**config.mk**
```make
export PLATFORM = sky130hd
export DESIGN_NAME = quad_gate_tester
export DESIGN_NICKNAME = d
export VERILOG_FILES = /design/src/rtl/quad_gate_tester.sv
export SDC_FILE = /design/constraint.sdc
export NUM_CORES = 1
export LEC_CHECK = 0
export CAP_MARGIN = 0
export CORE_MARGIN = 2
export CORE_UTILIZATION = 57
export DETAILED_ROUTE_END_ITERATION = 7
export DONT_BUFFER_PORTS = 1
export PLACE_DENSITY_LB_ADDON = 0.1
export SLEW_MARGIN = 20
export SYNTH_ARGS = -nofsm -noshare
export SYNTH_HDL_FRONTEND = slang
export SYNTH_SLANG_ARGS = --single-unit
```
**constraint.sdc**
```tcl
create_clock -name clk -period 1.8 [get_ports clk]
set_input_delay 0.27 -clock clk [delete_from_list [all_inputs] [get_ports clk]]
set_output_delay 0.27 -clock clk [all_outputs]
set_load 0.005 [all_outputs]
```
**src/rtl/quad_gate_tester.sv**
```systemverilog
// Functional tester for a quad 2-input logic chip: sweeps all 256 A/B vectors,
// compares the synchronized Y outputs against the selected gate function and
// accumulates a per-gate fail mask. Optional macro GATE_TESTER_FIRST_FAIL_EN
// adds first_fail_vec / first_fail_valid reporting of the first failing vector.
module quad_gate_tester #(
  parameter int unsigned SETTLE_CYCLES = 4
) (
  input  logic       clk,
  input  logic       rst,
  input  logic       start,
  input  logic       abort,
  input  logic [2:0] gate_sel,
  input  logic [3:0] y_in,
  output logic [3:0] a_out,
  output logic [3:0] b_out,
  output logic       busy,
  output logic       done,
  output logic       pass,
  output logic [3:0] fail_mask
`ifdef GATE_TESTER_FIRST_FAIL_EN
  ,
  output logic [7:0] first_fail_vec,
  output logic       first_fail_valid
`endif
);

  typedef enum logic [1:0] {
    IDLE,
    SETTLE,
    SAMPLE,
    DONE
  } state_t;

  typedef enum logic [2:0] {
    SEL_OR   = 3'd0,
    SEL_AND  = 3'd1,
    SEL_NAND = 3'd2,
    SEL_NOR  = 3'd3,
    SEL_XOR  = 3'd4
  } gate_t;

  // Settle counter counts down to zero, so it is loaded with one less than the hold time.
  localparam logic [7:0] SETTLE_LOAD = 8'(SETTLE_CYCLES - 1);
  localparam logic [7:0] LAST_VEC    = 8'd255;

  state_t     state;
  logic [7:0] vec;
  logic [7:0] settle_cnt;
  logic [2:0] sel_q;
  logic [3:0] y_meta;
  logic [3:0] y_sync;
  logic [3:0] expected;
  logic [3:0] mismatch;
  logic [3:0] fail_next;
  logic [7:0] vec_inc;
  logic       start_accept;

  function automatic logic [3:0] gate_eval(input logic [2:0] sel,
                                           input logic [3:0] a,
                                           input logic [3:0] b);
    logic [3:0] r;
    r = '0;
    case (sel)
      SEL_OR:   r = a | b;
      SEL_AND:  r = a & b;
      SEL_NAND: r = ~(a & b);
      SEL_NOR:  r = ~(a | b);
      SEL_XOR:  r = a ^ b;
      default:  r = '0;
    endcase
    return r;
  endfunction

  // y_in comes straight off the chip pins with no relation to clk.
  always_ff @(posedge clk or posedge rst) begin
    if (rst) begin
      y_meta <= '0;
      y_sync <= '0;
    end else begin
      y_meta <= y_in;
      y_sync <= y_meta;
    end
  end

  // The gate function is latched at start so a reserved gate_sel mid-run cannot corrupt it.
  assign expected     = gate_eval(sel_q, a_out, b_out);
  assign mismatch     = y_sync ^ expected;
  assign fail_next    = fail_mask | mismatch;
  assign vec_inc      = 8'(vec + 8'd1);
  assign start_accept = (state == IDLE) && start && !abort && (gate_sel <= 3'd4);

  // NOTE: every register here is assigned with <=, so each branch reads the values
  // from before the edge; blocking assignments would let later lines see updated state.
  always_ff @(posedge clk or posedge rst) begin
    if (rst) begin
      state      <= IDLE;
      vec        <= '0;
      settle_cnt <= '0;
      sel_q      <= '0;
      a_out      <= '0;
      b_out      <= '0;
      busy       <= 1'b0;
      done       <= 1'b0;
      pass       <= 1'b0;
      fail_mask  <= '0;
    end else begin
      done <= 1'b0;
      if (abort) begin
        // fail_mask is kept so the partial run can still be inspected.
        state <= IDLE;
        busy  <= 1'b0;
        pass  <= 1'b0;
        a_out <= '0;
        b_out <= '0;
      end else begin
        case (state)
          IDLE: begin
            if (start_accept) begin
              vec        <= '0;
              fail_mask  <= '0;
              pass       <= 1'b0;
              settle_cnt <= SETTLE_LOAD;
              sel_q      <= gate_sel;
              a_out      <= '0;
              b_out      <= '0;
              busy       <= 1'b1;
              state      <= SETTLE;
            end
          end
          SETTLE: begin
            if (settle_cnt == 8'd0) begin
              state <= SAMPLE;
            end else begin
              settle_cnt <= settle_cnt - 8'd1;
            end
          end
          SAMPLE: begin
            fail_mask <= fail_next;
            if (vec != LAST_VEC) begin
              vec        <= vec_inc;
              a_out      <= vec_inc[3:0];
              b_out      <= vec_inc[7:4];
              settle_cnt <= SETTLE_LOAD;
              state      <= SETTLE;
            end else begin
              // pass must include the final sample, which is still in flight in fail_next.
              state <= DONE;
              busy  <= 1'b0;
              done  <= 1'b1;
              pass  <= (fail_next == 4'd0);
              a_out <= '0;
              b_out <= '0;
            end
          end
          DONE: begin
            state <= IDLE;
          end
          default: begin
            state <= IDLE;
          end
        endcase
      end
    end
  end

`ifdef GATE_TESTER_FIRST_FAIL_EN
  logic sample_fire;

  assign sample_fire = (state == SAMPLE) && !abort;

  always_ff @(posedge clk or posedge rst) begin
    if (rst) begin
      first_fail_vec   <= '0;
      first_fail_valid <= 1'b0;
    end else if (start_accept) begin
      first_fail_vec   <= '0;
      first_fail_valid <= 1'b0;
    end else if (sample_fire && (mismatch != 4'd0) && !first_fail_valid) begin
      first_fail_vec   <= vec;
      first_fail_valid <= 1'b1;
    end
  end
`endif

endmodule

```
==> results of run 1 <==
-- stage by stage --
| step | total power [mW] | hold slack [ns] |
|---|---|---|
| after floorplan | 1.71 | 0.301 |
| after global placement | 2.05 | 0.162 |
| after detailed placement | 2.07 | 0.157 |
| after CTS | 2.72 | 0.0294 |
| after global routing | 3.02 | 0.0313 |
| final | 2.84 | 0.0427 |
-- final cells by class --
| type | count | share of cell area |
|---|---|---|
| clock buffers | 6 | 0.0268 |
| clock inverters | 2 | 0.00325 |
| inverters | 14 | 0.0171 |
| multi-input cells | 187 | 0.437 |
| flip-flops and latches | 44 | 0.357 |
| well taps | 50 | 0.0203 |
| repair buffers | 52 | 0.138 |
-- state kept, by name (all words and copies together) (netlist names) --
name and cells:
settle_cnt 8, vec 8, a_out 4, b_out 4
fail_mask 4, y_meta 4, y_sync 4, sel_q 3
state 2, busy 1, done 1, pass 1
-- kinds of logic (layout without fill, tap and decap cells) --
logic type | Yosys count | after routing
flops | 44 | 44
mux | 4 | 4
simple gates | 97 | 97
buf+inv | 20 | 74
fa+ha+maj | 11 | 11
compound gates | 69 | 69
xor+xnor | 6 | 6
-- worst max-delay path, cell delays in order (launching register included) --
cell      delay (ns)
dfrtp_1         0.37
inv_1           0.05
ha_1            0.28
and2_4          0.14
or4_4           0.51
a2111o_1        0.39
o31ai_2         0.17
-- timing repair --
item / CTS / global route
hold endpoints to repair: 18 / 0
endpoints found under the setup margin: 9 / 15
resized for setup: 5 / 27
hold buffers: 5 / 0
pin swaps: 4 / 5
setup buffers: 0 / 1
-- worst max path at each step --
stage                      end     start  cells after the start
final                     pass  a_out[3]                      6
after global routing      pass  a_out[3]                      7
after global placement    pass  a_out[3]                      6
after floorplan           pass  a_out[3]                      6
after CTS                 pass  a_out[3]                      6
after detailed placement  pass  a_out[3]                      7
-- cells in the mapped netlist (all sizes together), types with 5 or more instances --
library cell	count	area [µm²]
nor2	20	75.1
nand3	5	25.0
dfrtp	44	1100
nor2b	12	82.6
o31ai	12	100
a21oi	9	45.0
o21ai	26	134
nand2	31	116
inv	14	52.6
ha	11	138
-- power breakdown --
| part | internal (mW) | leakage (nW) | total (mW) | switching (mW) |
|---|---|---|---|---|
| logic | 0.515 | 0.758 | 1.03 | 0.511 |
| clock network | 0.306 | 0.0510 | 0.632 | 0.325 |
| registers | 1.10 | 0.579 | 1.18 | 0.0852 |
| total | 1.92 | 1.39 | 2.84 | 0.921 |
-- layer usage --
layer	up-vias	wire length (µm)	track usage
met2	50	2730	0.393
li1	993	-	-
met5	-	0	0
met1	980	2590	0.340
met3	6	187	0.0601
met4	0	47	0.0784
==> out/results.tsv, run 1 <==
metric	value	unit
crit path max fanout	3	
initial antenna violation count	0	
Synth Flop Type	dfrtp_1	
Reg2Reg Depth	6	
Worst-path clk slew	0.08	ns
most frequent cells in the layout	44 x dfrtp_1, 43 x buf_4, 31 x nand2_1	
port buffer count	0	
number of synthesized register bits	44	
reg-to-reg critical path endpoint	pass	
number of synthesized flops with an enable pin	0	
GPL Wtd Cong	0.815	
Pwr Density	922	nW/µm²
Syn Nets	273	
simple-gate portion of the synthesized area	0.215	
dpl cell area	2810	µm²
Worst EP required	2.01	ns
peak supply drop	0.714	mV
Clock Latency Late Sink	0.29	ns
DIE HEIGHT	68.9	µm
DIE AREA	4750	µm²
Reg2Reg Launch Point	a_out[3]	
synth warn	0	
post-DP HPWL	4080	µm
CP startpoint kind	register	
register area	1100	µm²
worst min path class	in2reg	
share of layout cells above drive strength 1	0.298	
DRT Wirelength	5560	µm
initial DRC count	107	
failing checks	setup timing	
ANT cells	0	
Synth Area in XOR/XNOR	0.0219	
fmax	503	MHz
Final Util	0.765	
total gr overflow	0	
Setup Crit Path Kind	reg2reg	
Post-synth ARST share	1.00	
Final setup viols	7	
Lkg Pwr	1.39	nW
skew final	0.00763	ns
hold depth	1	
area of the multi-input gates	1350	µm²
die width	68.9	µm
post-synthesis compound-gate area fraction	0.192	
# IOs	26	
std cell rows	23	
largest family of logic cells by synthesized area	simple AND/OR/NAND/NOR gates	
worst-margin pin slew	0.604	ns
RSZ-0062 raised after global routing	true	
vias in the first global route	1870	
Worst Hold End	state[1]	
Design Area, Final	3080	µm²
synthesized area	2400	µm²
Pins Over Slew Limit	0	
CTS Root Cell	clkbuf_8	
CTS Buffer Depth	2	
CP Capture Type	register	
fill cell instance count of the final layout	282	
CTS Buf Count	5	
final period utilization	1.10	
adder-cell share of the synthesized area	0.0573	
worst slack, placed	-0.212	ns
initial core utilization	0.596	
setup TNS	-0.410	ns
DRC Markers	0	
crit path DAT	2.20	ns
Vias per Instance	5.72	
Distinct cells, synth	47	
Total Routing Usage GR	0.250	
Initial DRT Pass Iterations	4	
CORE AREA	4030	µm²
crit path time final	1.99	ns
final hold violation count	0	
status	finished, violations left	
max_slew headroom	0.597	
Layout Nets	326	
ANT nets after route	0	
largest net degree at the start of global routing	31	
first-pass GRT wire length	8750	µm
vias post-DR	2029	
area delta synth->final	28.3	%
Final WS setup	-0.189	ns
routed length per instance	15.7	µm
most common cell after layout, fill and taps aside	dfrtp_1	
Syn Inst Count	251	
CTS tree	built	
sequential cell area fraction in the yosys report	0.458	
# clock sinks	44	
final std cells w/o fill	355	
worst reg2reg setup slack	-0.19	ns
Hold Crit Start	abort	
syn_area_per_cell	9.57	µm²
H-Tree Depth	2	
placed cell count	341	
MaxCap Viol Count	0	
mux share of post-synthesis cell area	0.0177	
(Power assumes the default switching activity.)
==> run 2: changes to the inputs <==
- CORE_UTILIZATION: 57 -> 59
- CTS_BUF_LIST: default -> sky130_fd_sc_hd__clkbuf_4 sky130_fd_sc_hd__clkbuf_8
==> out/results.tsv, run 2 (synthesis results as in run 1) <==
metric	value	unit	change
Reg2Reg Depth	6		unchanged
final std cells w/o fill	362		+2.0%
H-Tree Depth	2		unchanged
CTS Root Cell	clkbuf_8		
Largest regs	settle_cnt: 8 flops, vec: 8 flops		
Lkg Pwr	1.42	nW	+2.5%
dpl cell area	2810	µm²	about the same
vias post-DR	2077		+2.4%
CORE AREA	3970	µm²	-1.4%
post-DP HPWL	4010	µm	-1.7%
CTS Buffer Depth	2		unchanged
placed cell count	343		+0.59%
CTS Buf Count	5		unchanged
Pwr Density	911	nW/µm²	-1.2%
worst slack, placed	-0.216	ns	-0.00347 ns
Initial DRT Pass Iterations	4		unchanged
first-pass GRT wire length	8960	µm	+2.4%
failing checks	hold timing, setup timing		
Clock Latency Late Sink	0.30	ns	about the same
Setup Crit Path Kind	reg2reg		
share of layout cells above drive strength 1	0.330		+0.0318
Total Routing Usage GR	0.265		+0.0150
crit path max fanout	2		-1
Vias per Instance	5.74		+0.39%
crit-path leading delay family	simple AND/OR/NAND/NOR gates		
Design Area, Final	3180	µm²	+3.0%
crit path cell chain	inv_2, ha_4, and2_4, or4_4, a2111o_1, o31ai_2		
status	finished, violations left		
most frequent cells in the layout	51 x buf_4, 43 x dfrtp_1, 31 x nand2_1		
Layout Nets	334		+2.5%
reg-to-reg critical path endpoint	pass		
total gr overflow	0		unchanged
CP startpoint kind	register		
worst min path class	in2async		
crit path DAT	2.17	ns	-0.03 ns
DIE HEIGHT	67.8	µm	-1.6%
setup TNS	-0.364	ns	+0.0465 ns
std cell rows	23		unchanged
final period utilization	1.09		-0.0189
DIE AREA	4600	µm²	-3.2%
slowest stage delay, CP	0.51	ns	about the same
crit path time final	1.95	ns	-0.0340 ns
max_slew headroom	0.634		+0.0365
fmax	512	MHz	+1.7%
die width	67.8	µm	-1.6%
# IOs	26		unchanged
final hold violation count	44		+44
Final Util	0.800		+0.0347
Final WS setup	-0.155	ns	+0.0340 ns
vias in the first global route	1941		+3.8%
largest net degree at the start of global routing	45		+45%
CP Capture Type	register		
worst-margin pin slew	0.549	ns	-0.0547 ns
initial antenna violation count	0		unchanged
worst reg2reg setup slack	-0.15	ns	+0.03 ns
Buf/Inv on CP	1		unchanged
routed length per instance	15.6	µm	-0.38%
ANT nets after route	0		unchanged
Fin Hold WS	-0.0187	ns	-0.0613 ns
DRC Markers	0		unchanged
Worst path slowest cell	or4_4		
peak supply drop	0.907	mV	+27%
GPL Wtd Cong	0.839		+3.0%
port buffer count	0		unchanged
initial DRC count	105		-1.9%
Final setup viols	6		-1
Power Total	2.89	mW	+1.8%
MaxCap Viol Count	0		unchanged
Worst EP required	2.01	ns	about the same
Pins Over Slew Limit	0		unchanged
initial core utilization	0.605		+0.00864
area delta synth->final	32.2	%	
# clock sinks	44		unchanged
RSZ-0062 raised after global routing	true		
DRT Wirelength	5650	µm	+1.6%
CTS tree	built		
skew final	0.0102	ns	+0.00259 ns
Reg2Reg Launch Point	a_out[3]		
Worst-path clk slew	0.08	ns	about the same
ANT cells	0		unchanged
most common cell after layout, fill and taps aside	buf_4		
-- run 2: cell count changes in the layout (fill, tap and decap cells not counted), sizes merged --
| cell | before | now |
|---|---|---|
| clkinv | 3 | 2 |
| dlygate4sd3 | 5 | 4 |
| buf | 47 | 56 |
-- run 2: cell type report --
class                   count  area, µm²
clock buffers               6       76.3
fillers                   260        796
inverters                  14       52.6
flip-flops and latches     44       1100
clock inverters             1       5.00
repair buffers             60        488
multi-input cells         187       1390
well taps                  50       62.6
-- run 2: worst max-delay path by stage --
stage | startpoint | end | depth (start not counted)
2_1_floorplan | a_out[3] | pass | 6
3_3_place_gp | a_out[3] | pass | 6
3_5_place_dp | a_out[3] | pass | 6
4_1_cts | b_out[3] | pass | 7
5_1_grt | a_out[3] | pass | 7
6_report | a_out[3] | pass | 6
-- run 2: repair_timing --
item | in CTS | in global routing
buffers inserted | 4 | 4
pin swaps | 5 | 10
hold buffers | 4 | 0
endpoints found under the hold margin | 4 | 0
resized for setup | 6 | 35
endpoints found under the setup margin | 8 | 18
-- run 2: layer usage --
metal,vias to the layer above,GRT usage,wire length (µm)
met5,-,0,0
met4,0,0.0775,80
met3,8,0.0526,257
met2,51,0.445,2850
met1,1004,0.348,2460
li1,1014,-,-
-- run 2: power breakdown --
part	total (mW)	internal [mW]	switching, mW
sequential	1.19	1.10	0.0936
clock	0.600	0.279	0.321
combinational	1.10	0.588	0.512
total	2.89	1.97	0.926
==> run 3: changes to the inputs <==
- CORE_UTILIZATION: 59 -> 29
==> out/results.tsv, run 3 (synthesis results as in run 1) <==
metric	value	unit	change
Pwr Density	966	nW/µm²	+6.0%
most frequent cells in the layout	47 x buf_4, 44 x dfrtp_1, 31 x nand2_1		
area delta synth->final	34.3	%	
max_slew headroom	0.565		-0.0688
initial core utilization	0.295		-0.310
failing checks	setup timing		
Total Routing Usage GR	0.151		-0.114
Pins Over Slew Limit	0		unchanged
post-DP HPWL	4720	µm	+18%
# IOs	26		unchanged
Setup Crit Path Kind	reg2reg		
CP startpoint kind	register		
Vias per Instance	4.81		-16%
# clock sinks	44		unchanged
Initial DRT Pass Iterations	4		unchanged
final period utilization	1.12		+0.0320
CP Capture Type	register		
Largest regs	settle_cnt: 8 flops, vec: 8 flops		
H-Tree Depth	2		unchanged
Worst path slowest cell	or4_4		
Power Total	3.12	mW	+7.7%
largest net degree at the start of global routing	25		-44%
worst min path class	in2reg		
Final WS setup	-0.213	ns	-0.0576 ns
DIE AREA	9030	µm²	+96%
Layout Nets	331		-0.90%
final hold violation count	0		-100%
placed cell count	398		+16%
Buf/Inv on CP	1		unchanged
routed length per instance	15.3	µm	-1.7%
ANT cells	0		unchanged
crit path cell chain	inv_1, ha_1, and2_4, or4_4, a2111o_1, o31ai_2		
share of layout cells above drive strength 1	0.298		-0.0324
crit path max fanout	3		+1
DRC Markers	0		unchanged
final std cells w/o fill	414		+14%
vias post-DR	1993		-4.0%
CTS tree	built		
port buffer count	0		unchanged
Lkg Pwr	1.43	nW	+0.46%
initial DRC count	89		-15%
Clock Latency Late Sink	0.31	ns	about the same
initial antenna violation count	0		unchanged
peak supply drop	0.341	mV	-62%
Worst-path clk slew	0.10	ns	+0.02 ns
slowest stage delay, CP	0.51	ns	about the same
Design Area, Final	3230	µm²	+1.6%
DIE HEIGHT	95.0	µm	+40%
status	finished, violations left		
CORE AREA	8130	µm²	+100%
skew final	0.0159	ns	+0.00570 ns
first-pass GRT wire length	10400	µm	+15%
CTS Root Cell	clkbuf_8		
CTS Buffer Depth	2		unchanged
total gr overflow	0		unchanged
vias in the first global route	2025		+4.3%
MaxCap Viol Count	0		unchanged
Worst EP required	2.01	ns	about the same
crit path time final	2.01	ns	+0.0576 ns
CTS Buf Count	5		unchanged
Final setup viols	6		unchanged
crit path DAT	2.23	ns	+0.06 ns
std cell rows	33		+43%
fmax	497	MHz	-2.9%
most common cell after layout, fill and taps aside	buf_4		
dpl cell area	2890	µm²	+2.9%
worst-margin pin slew	0.653	ns	+0.103 ns
die width	95.0	µm	+40%
DRT Wirelength	6350	µm	+12%
ANT nets after route	0		unchanged
RSZ-0062 raised after global routing	true		
GPL Wtd Cong	0.793		-5.5%
crit-path leading delay family	simple AND/OR/NAND/NOR gates		
-- run 3: cell types whose count changed in the layout (fill, tap and decap cells not counted), sizes merged --
cell         change
buf              -4
bufinv           +2
clkbuf           -1
clkinv           -2
dlygate4sd3      +1
inv              +1
-- run 3: final cells by class --
cell class,instances,area [µm²]
fill,809,4910
clock buffer,5,68.8
clock inverter,2,60.1
tap,105,131
sequential,44,1100
inverter,14,52.6
multi-input combinational,187,1340
timing repair buffer,57,468
-- run 3: per-stage QoR --
stage,setup WS [ns],hold slack [ns],util,TNS [ns]
2_1_floorplan,-0.159,0.301,-,-0.369
3_3_place_gp,-0.159,0.222,0.355,-0.560
3_5_place_dp,-0.190,0.215,0.355,-0.709
4_1_cts,-0.219,0.00984,0.387,-0.364
5_1_grt,-0.309,0.00102,0.397,-1.08
6_report,-0.213,0.0179,0.397,-0.536
-- run 3: repair_timing --
item                                   4_1_cts  5_1_grt
hold buffers                                 5        0
pin swaps                                   12        7
setup endpoints to repair                   14       15
endpoints found under the hold margin       24        0
buffers inserted                             3        3
resized for setup                           19       17
-- run 3: path summary, 6_finish.rpt --
path | start | end | slack [ns] | depth (start not counted)
min in group asynchronous | rst | state[1] | 0.44 | 2
setup reg to reg | a_out[3] | pass | -0.21 | 6
setup / recovery | a_out[3] | pass | -0.21 | 6
hold / removal | abort | state[1] | 0.02 | 1
max in group asynchronous | rst | y_sync[0] | 0.85 | 3
hold reg to reg | y_meta[2] | y_sync[2] | 0.36 | 0
-- run 3: power breakdown --
group          internal (mW)  switching [mW]  total, mW
clock network          0.547           0.369      0.916
logic                  0.519           0.497       1.02
registers               1.10          0.0855       1.18
-- run 3: routing by layer --
layer  up-vias  global-route usage  routed length, µm
met5         -                   0                  0
met4         0              0.0471                 88
met3         7              0.0269                232
met2        32               0.238               2850
met1       948               0.210               3190
li1       1006                   -                  -
